===== config.mk =====
export PLATFORM = sky130hd
export DESIGN_NAME = alu_scheduler
export DESIGN_NICKNAME = d
export VERILOG_FILES = /design/src/rtl/alu_sched_pkg.sv /design/src/rtl/mul_shift_add.sv /design/src/rtl/alu_scheduler.sv
export SDC_FILE = /design/constraint.sdc
export NUM_CORES = 1
export LEC_CHECK = 0
export ABC_AREA = 1
export CORE_MARGIN = 2
export CORE_UTILIZATION = 51
export DETAILED_ROUTE_END_ITERATION = 8
export PLACE_DENSITY_LB_ADDON = 0.1
export SLEW_MARGIN = 10
export SYNTH_ARGS = -nofsm -noshare
export SYNTH_HDL_FRONTEND = slang
export SYNTH_HIERARCHICAL = 1
export SYNTH_SLANG_ARGS = --single-unit

===== constraint.sdc =====
create_clock -name clk -period 2.4 [get_ports clk]
set_input_delay 0.24 -clock clk [delete_from_list [all_inputs] [get_ports clk]]
set_output_delay 0.24 -clock clk [all_outputs]
set_load 0.01 [all_outputs]

===== src/rtl/alu_sched_pkg.sv =====
// Shared constants and types for the two-requester ALU scheduler.
// The opcode values, the FSM state encoding and the default operand width live here.
package alu_sched_pkg;

  localparam int DEFAULT_WIDTH = 6;

  localparam logic [1:0] OP_ADD = 2'b00;
  localparam logic [1:0] OP_MUL = 2'b11;

  typedef enum logic [1:0] {
    IDLE,
    ADD,
    MUL,
    DONE
  } state_t;

endpackage


===== src/rtl/mul_shift_add.sv =====
// Iterative unsigned shift-add multiplier. It takes exactly WIDTH steps per operation.
// done is high during the final step, and product already includes that step's partial sum.
module mul_shift_add
  import alu_sched_pkg::*;
#(
  parameter int WIDTH = DEFAULT_WIDTH
) (
  input  logic               clk,
  input  logic               rst_n,
  input  logic               start,
  input  logic [WIDTH-1:0]   a,
  input  logic [WIDTH-1:0]   b,
  output logic               busy,
  output logic               done,
  output logic [2*WIDTH-1:0] product
);

  localparam int CNT_W = (WIDTH > 1) ? $clog2(WIDTH) : 1;

  logic [2*WIDTH-1:0] mcand;
  logic [2*WIDTH-1:0] acc;
  logic [2*WIDTH-1:0] acc_next;
  logic [WIDTH-1:0]   mplier;
  logic [CNT_W-1:0]   cnt;

  // Partial sums never exceed the final product, so the 2*WIDTH accumulator cannot wrap.
  assign acc_next = acc + (mplier[0] ? mcand : '0);
  assign done     = busy && (cnt == CNT_W'(WIDTH - 1));
  assign product  = acc_next;

  // NOTE: sequential state uses non-blocking assignments so every register samples pre-edge values.
  always_ff @(posedge clk or negedge rst_n) begin
    if (!rst_n) begin
      mcand  <= '0;
      acc    <= '0;
      mplier <= '0;
      cnt    <= '0;
      busy   <= 1'b0;
    end else if (start) begin
      mcand  <= {{WIDTH{1'b0}}, a};
      mplier <= b;
      acc    <= '0;
      cnt    <= '0;
      busy   <= 1'b1;
    end else if (busy) begin
      acc    <= acc_next;
      mcand  <= mcand << 1;
      mplier <= mplier >> 1;
      if (done) begin
        busy <= 1'b0;
        cnt  <= '0;
      end else begin
        cnt <= cnt + 1'b1;
      end
    end
  end

endmodule


===== src/rtl/alu_scheduler.sv =====
// Round-robin scheduler that lets two requesters share one add/multiply unit.
// It runs one operation at a time and holds a registered response until the consumer takes it.
module alu_scheduler
  import alu_sched_pkg::*;
#(
  parameter int WIDTH = DEFAULT_WIDTH
) (
  input  logic               clk,
  input  logic               rst_n,
  input  logic [1:0]         req_valid,
  output logic [1:0]         req_ready,
  input  logic [2*WIDTH-1:0] req_a,
  input  logic [2*WIDTH-1:0] req_b,
  input  logic [3:0]         req_op,
  output logic               rsp_valid,
  input  logic               rsp_ready,
  output logic               rsp_id,
  output logic [2*WIDTH-1:0] rsp_result,
  output logic               rsp_err
);

  state_t             state;
  logic               rr_ptr;
  logic [WIDTH-1:0]   cap_a;
  logic [WIDTH-1:0]   cap_b;
  logic               cap_id;
  logic [1:0]         grant;
  logic               accept;
  logic               win_id;
  logic [1:0]         win_op;
  logic [WIDTH-1:0]   win_a;
  logic [WIDTH-1:0]   win_b;
  logic [WIDTH:0]     add_sum;
  logic               mul_start;
  logic               mul_busy;
  logic               mul_done;
  logic [2*WIDTH-1:0] mul_product;

  // rr_ptr names the last winner; on contention the other requester is served.
  always_comb begin
    grant[0] = req_valid[0] & (~req_valid[1] | rr_ptr);
    grant[1] = req_valid[1] & (~req_valid[0] | ~rr_ptr);
  end

  assign req_ready = (state == IDLE && !mul_busy) ? grant : 2'b00;
  assign accept    = |req_ready;
  assign win_id    = req_ready[1];
  assign win_op    = win_id ? req_op[3:2] : req_op[1:0];
  assign win_a     = win_id ? req_a[2*WIDTH-1:WIDTH] : req_a[WIDTH-1:0];
  assign win_b     = win_id ? req_b[2*WIDTH-1:WIDTH] : req_b[WIDTH-1:0];
  assign mul_start = accept && (win_op == OP_MUL);
  assign add_sum   = {1'b0, cap_a} + {1'b0, cap_b};

  mul_shift_add #(.WIDTH(WIDTH)) u_mul (
    .clk     (clk),
    .rst_n   (rst_n),
    .start   (mul_start),
    .a       (win_a),
    .b       (win_b),
    .busy    (mul_busy),
    .done    (mul_done),
    .product (mul_product)
  );

  always_ff @(posedge clk or negedge rst_n) begin
    if (!rst_n) begin
      state      <= IDLE;
      rr_ptr     <= 1'b1;
      cap_a      <= '0;
      cap_b      <= '0;
      cap_id     <= 1'b0;
      rsp_valid  <= 1'b0;
      rsp_id     <= 1'b0;
      rsp_result <= '0;
      rsp_err    <= 1'b0;
    end else begin
      unique case (state)
        IDLE: begin
          if (accept) begin
            cap_a  <= win_a;
            cap_b  <= win_b;
            cap_id <= win_id;
            rr_ptr <= win_id;
            if (win_op == OP_ADD) begin
              state <= ADD;
            end else if (win_op == OP_MUL) begin
              state <= MUL;
            end else begin
              // Illegal opcodes skip the datapath and answer with an error right away.
              rsp_valid  <= 1'b1;
              rsp_err    <= 1'b1;
              rsp_result <= '0;
              rsp_id     <= win_id;
              state      <= DONE;
            end
          end
        end
        ADD: begin
          rsp_valid  <= 1'b1;
          rsp_err    <= 1'b0;
          rsp_result <= (2*WIDTH)'(add_sum);
          rsp_id     <= cap_id;
          state      <= DONE;
        end
        MUL: begin
          if (mul_done) begin
            rsp_valid  <= 1'b1;
            rsp_err    <= 1'b0;
            rsp_result <= mul_product;
            rsp_id     <= cap_id;
            state      <= DONE;
          end
        end
        DONE: begin
          if (rsp_ready) begin
            rsp_valid <= 1'b0;
            state     <= IDLE;
          end
        end
        default: state <= IDLE;
      endcase
    end
  end

endmodule


Word-level counts from Yosys, hierarchy flattened
Cells that the tools add are included.
- bits in registers: 65
- input port bits: 33
- logic and storage cells: 88
- equality and inequality tests: 10
- mux-type cells: 41
- add/subtract/negate cells: 3
- bitwise gates (word level): 7
- reduce and logical (&&, ||, !) cells: 13
- operators with widths (kind ; number):
    two-way mux 12 bit ; 9
    case mux 12 bit (3 select lines) ; 1
    two-way mux 6 bit ; 4
    two-way mux 1 bit ; 14
    adder 12 bit ; 1
    two-way mux 2 bit ; 6
    inequality test 2 bit, second input constant ; 5
    AND reduction 5 bit ; 2
    two-way mux 3 bit ; 3
    case mux 2 bit (4 select lines) ; 1
    adder 6 x 6 -> 7 bit ; 1
    == test 2 bit, second input constant ; 3
    case mux 1 bit (3 select lines) ; 2
    logical NOT 2 bit ; 2
    case mux 1 bit (4 select lines) ; 1
    adder 3 x 1 -> 3 bit, second input constant ; 1
    == test 3 bit, second input constant ; 1
    logical AND 1 bit ; 3
    inverter 1 bit ; 3
    AND reduction 3 bit ; 1
    nonzero test 3 bit ; 1
    AND 1 bit ; 2
    == test 2 x 1 -> 1 bit, second input constant ; 1
    OR 1 bit ; 2
    other kinds (4) ; 4

Depth between registers and ports, before layout
- depth after elaboration: 10
- gate-level depth with buffers: 16

By module
The synthesis kept the hierarchy.
- modules (own cells, without submodules) (module ; instances ; area an instance (µm²) ; cells an instance):
    mul_shift_add ; 1 ; 2103.3 ; 283
    alu_scheduler ; 1 ; 1999.4 ; 277

Worst setup path before layout
Ideal clock, no wire load.
- kind: register to register
- start: register u_mul.mplier[0]
- end: register rsp_result[6]
- library setup time: 0.065 ns
- data arrival time: 2.191 ns
- stages on the path, launching flop included: 16
- path slack: 0.145 ns
- clock period less this slack: 2.255 ns
- path through: dfrtp_1 -> clkbuf_1 -> nand2_1 -> inv_1 -> ha_1 -> inv_1 -> fa_1 -> nor2_1 -> nor2_2 -> o21ai_2 -> or2_1 -> and2_1 -> nand2_1 -> a21oi_1 -> nand2_1 -> nand2_1
- cells in the longest elaborated chain, start to end: 4
- ends and longest elaborated chain (what ; line ; source):
    start, declared ; mul_shift_add.sv:23 ; logic [WIDTH-1:0] mplier;
    start signal, assigned ; mul_shift_add.sv:48 ; mplier <= mplier >> 1;
    two-way mux 12 bit ; mul_shift_add.sv:27 ; assign acc_next = acc + (mplier[0] ? mcand : '0);
    adder 12 bit ; mul_shift_add.sv:27 ;
    net mul_product[6] ; alu_scheduler.sv:37 ; logic [2*WIDTH-1:0] mul_product;
    two-way mux 12 bit ; alu_scheduler.sv:106 ; if (mul_done) begin
    case mux 12 bit (3 select lines) ; alu_scheduler.sv:77 ; unique case (state)
    end signal, assigned ; alu_scheduler.sv:101 ; rsp_result <= (2*WIDTH)'(add_sum);
    end signal, assigned ; alu_scheduler.sv:109 ; rsp_result <= mul_product;
    end, declared ; alu_scheduler.sv:18 ; output logic [2*WIDTH-1:0] rsp_result,
The timed path passes the listed nets, and every way through them passes these cells. The select of a mux whose other input is x is not followed.
A chain may end at the register's enable or synchronous reset.

Worst setup path after layout
- start: register state[0]
- end: output req_ready[0]
- cells in the longest elaborated chain, start to end: 3
- ends and longest elaborated chain (what ; line ; source):
    start, declared ; alu_scheduler.sv:22 ; state_t state;
    start signal, assigned ; alu_scheduler.sv:67 ; state <= IDLE;
    start signal, assigned ; alu_scheduler.sv:85 ; state <= ADD;
    start signal, assigned ; alu_scheduler.sv:87 ; state <= MUL;
    logical NOT 2 bit ; alu_scheduler.sv:45 ; assign req_ready = (state == IDLE && !mul_busy) ? grant : 2'b00;
    logical AND 1 bit ; alu_scheduler.sv:45 ;
    two-way mux 2 bit ; alu_scheduler.sv:45 ;
    end, declared ; alu_scheduler.sv:11 ; output logic [1:0] req_ready,
No other way between the ends.

==> insert_results.sql <==
INSERT INTO impl_metrics (metric_group, metric, value, unit) VALUES
('sta', 'finalWorstSetupSlack', '0.1193', 'ns'),
('detailed_routing', 'routed_via_density', '5.089', ''),
('global_route', 'groute.layer.met3.usage', '0.03210', ''),
('run_status', 'run_status', 'finished, final reports clean', ''),
('yosys', 'top_reg_cell_synth', 'sky130_fd_sc_hd__dfrtp_1', ''),
('floorplanning', 'initial_utilization', '0.5282', ''),
('yosys', 'yosysWarningCount', '6', ''),
('clock_network', 'clock-root-buffer', 'sky130_fd_sc_hd__clkbuf_8', ''),
('clock_network', 'clock_tree_from_tritoncts', 'yes', ''),
('yosys', 'postSynth.asyncResetShare', '1.000', ''),
('layout', 'fin_nets', '676', ''),
('power_and_ir_drop', 'p_total', '6.766', 'mW'),
('yosys', 'synth_largest_area_cell', 'sky130_fd_sc_hd__dfrtp_1', ''),
('layout', 'area.sequential', '1628', 'um^2'),
('floorplanning', 'die_width', '93.69', 'um'),
('sta', 'worst_slew_margin', '0.6170', ''),
('placement', 'io_buffers', '49', ''),
('yosys', 'postSynthNetCount', '619', ''),
('clock_network', 'numCtsBuffers', '9', ''),
('placement', 'post-place-ws', '0.1131', 'ns'),
('yosys', 'synth.lib_cells_used.distinct', '40', ''),
('critical_path', 'critical_path.endpoint_type', 'output port', ''),
('floorplanning', 'io_pins', '50', ''),
('power_and_ir_drop', 'irDropWorstVdd', '0.6127', 'mV'),
('clock_network', 'worst_setup_hold_path_clk_slew', '0.07', 'ns'),
('critical_path', 'cp-startpoint', 'state[0]$_DFFE_PN0P_', ''),
('sta', 'timing.final.setup_violations', '0', ''),
('placement', 'replace_congestion', '0.9326', ''),
('layout', 'fillerInstances', '716', ''),
('yosys', 'post_synth.cell_area_avg', '7.326', 'um^2'),
('critical_path', 'worstRegToRegCells', '13', ''),
('layout', 'final_layout_size_suffix_gt1_frac', '0.09018', ''),
('sta', 'max_slew.worst_pin.slew', '0.5745', 'ns'),
('clock_network', 'clock_tree.htree_level_count', '3', ''),
('yosys', 'syn-cell-area', '4103', 'um^2'),
('global_route', 'global_routing_usage_on_met2', '0.3857', ''),
('floorplanning', 'placeableCoreArea', '7767', 'um^2'),
('yosys', 'synth.area.top_cells', 'sky130_fd_sc_hd__dfrtp_1 39%, sky130_fd_sc_hd__nand2_1 19%, sky130_fd_sc_hd__ha_1 7.3%, sky130_fd_sc_hd__inv_1 6.4%, sky130_fd_sc_hd__nor2_1 3.8%', ''),
('sta', 'final_max_slew_viol_count', '0', ''),
('sta', 'hold_viol_final', '0', ''),
('power_and_ir_drop', 'leakage', '2.617', 'nW'),
('sta', 'fin_crit_sh', '0.9503', ''),
('clock_network', 'cts-root-to-sink-buffers', '2', ''),
('critical_path', 'ws_path_type', 'reg2out', ''),
('yosys', 'proportion_of_netlist_area_held_by_the_largest_area_contributor', '0.3904', ''),
('detailed_routing', 'vias', '3679', ''),
('critical_path', 'startpoint_type', 'register', ''),
('global_route', 'grt-ovfl-total', '0', ''),
('clock_network', 'clk_lat_worst_skew', '0.33', 'ns'),
('global_route', 'grt_use_total', '0.2385', ''),
('critical_path', 'worst_ep_required_time', '2.16', 'ns'),
('power_and_ir_drop', 'p_per_area', '1369', 'nW/um^2'),
('critical_path', 'worst_r2r_startpoint', 'state[0]$_DFFE_PN0P_', ''),
('job', 'count_of_maximum_capacitance_violations', '0', ''),
('global_route', 'grtUsageMet1', '0.3300', ''),
('layout', 'multi_input_area', '2123', 'um^2'),
('global_route', 'antenna_violations_before_repair', '0', ''),
('global_route', 'grt_pass1_vias', '3695', ''),
('global_route', 'pin_count_of_the_biggest_net_entering_global_routing', '43', ''),
('detailed_routing', 'drt_wl_total', '9468', 'um'),
('layout', 'design_area', '4942', 'um^2'),
('critical_path', 'arrival', '2.04', 'ns'),
('detailed_routing', 'detail_route.drc_violations', '0', ''),
('placement', 'hpwlAfterDp', '7370', 'um'),
('detailed_routing', 'postRouteAntennaNets', '0', ''),
('sta', 'setup_total_negative_slack', '0', 'ns'),
('layout', 'area.growth.synth_to_final', '20.46', '%'),
('yosys', 'yosysSeqAreaShare', '0.3968', ''),
('floorplanning', 'die_h', '93.69', 'um'),
('clock_network', 'cts_num_sinks', '65', ''),
('yosys', 'post_synth_inst_count', '560', '');
## path summary, 6_finish.rpt
| path | endpoint | slack, ns |
|---|---|---|
| max | req_ready[0] | 0.12 |
| min | rsp_valid$_DFFE_PN0P_ | 0.44 |
| max reg2reg | u_mul/acc[3]$_DFFE_PN0P_ | 0.16 |
| min reg2reg | rsp_err$_DFFE_PN0P_ | 0.48 |
| max in group asynchronous | u_mul/mcand[7]$_DFFE_PN0P_ | 1.34 |
| min in group clk | rsp_err$_DFFE_PN0P_ | 0.48 |
## flip-flops by register name (all words and copies together) (netlist names)
signal and count:
rsp_valid 1, u_mul/mplier 6, u_mul/acc 12, rr_ptr 1
cap_a 6, u_mul/busy 1, rsp_id 1, u_mul/cnt 3
cap_id 1, cap_b 6, state 2, u_mul/mcand 12
rsp_err 1, rsp_result 12
## metal layers
metal,up-vias,wire length (um)
li1,1875,-
met1,1741,4726
met2,54,4378
met3,9,217
met4,0,145
met5,-,0
## cell usage in the layout, fill, tap and decap left out, drive strengths merged
cell / instances
a21oi: 21
a22o: 3
a31oi: 12
and2: 5
buf: 12
bufinv: 1
clkbuf: 9
clkdlybuf4s50: 48
clkinv: 5
clkinvlp: 2
dfrtp: 64
dfstp: 1
dlygate4sd3: 1
fa: 2
ha: 24
inv: 73
nand2: 216
nand3: 25
nand3b: 2
nand4: 5
nor2: 46
nor3: 1
o21ai: 19
o21bai: 2
o22ai: 12
o31ai: 2
or2: 1
xnor2: 3
xor2: 4
## synthesized netlist by cell type, drive strengths merged (4+ instances only)
master	n
nand2	216
inv	73
dfrtp	64
nor2	46
nand3	25
ha	24
a21oi	21
o21ai	19
a31oi	12
o22ai	12
buf	10
and2	5
clkbuf	5
nand4	5
xor2	4
## area by class of cell
class | instances | share of cell area
Inverter | 75 | 0.05772
Clock inverter | 6 | 0.01215
Timing Repair Buffer | 61 | 0.1203
Clock buffer | 9 | 0.02506
Sequential cell | 65 | 0.3294
Tap cell | 102 | 0.02582
Multi-Input combinational cell | 405 | 0.4296
## worst max-delay path, stage by stage (launching register included)
cell and delay (ns):
sky130_fd_sc_hd__dfrtp_1 0.42, sky130_fd_sc_hd__inv_1 0.15, sky130_fd_sc_hd__ha_4 0.18, sky130_fd_sc_hd__inv_4 0.03
sky130_fd_sc_hd__nor2_4 0.11, sky130_fd_sc_hd__nand3_1 0.15, sky130_fd_sc_hd__inv_1 0.12, sky130_fd_sc_hd__clkdlybuf4s50_1 0.54
## power by group
group / total (mW) / internal [mW] / switching (mW)
sequential: 1.93 / 1.60 / 0.331
combinational: 3.95 / 1.55 / 2.40
clock: 0.886 / 0.468 / 0.418
## timing repair
item	in CTS	in global routing
buffers inserted	0	0
endpoints found under the setup margin	1	11
endpoints found under the hold margin	22	0
hold buffers	1	0
resized for setup	1	7
## logic make-up after synthesis
kind of cell,synth area share
AOI/OAI and AO/OA,0.1009
xor gates and xnor gates,0.01678
adders and majority gates,0.08295
and+or+nand+nor,0.3114
buffers and inverters,0.09118
DFF,0.3968
## per-stage QoR
| step | instances | hold slack [ns] |
|---|---|---|
| 2_1_floorplan | 560 | -0.05559 |
| 3_3_place_gp | 707 | 0.2723 |
| 3_5_place_dp | 707 | 0.2747 |
| 4_1_cts | 723 | 0.4426 |
| 5_1_grt | 723 | 0.4908 |
| 6_report | 723 | 0.4354 |
Note: power is estimated with default switching activity, not from simulation.
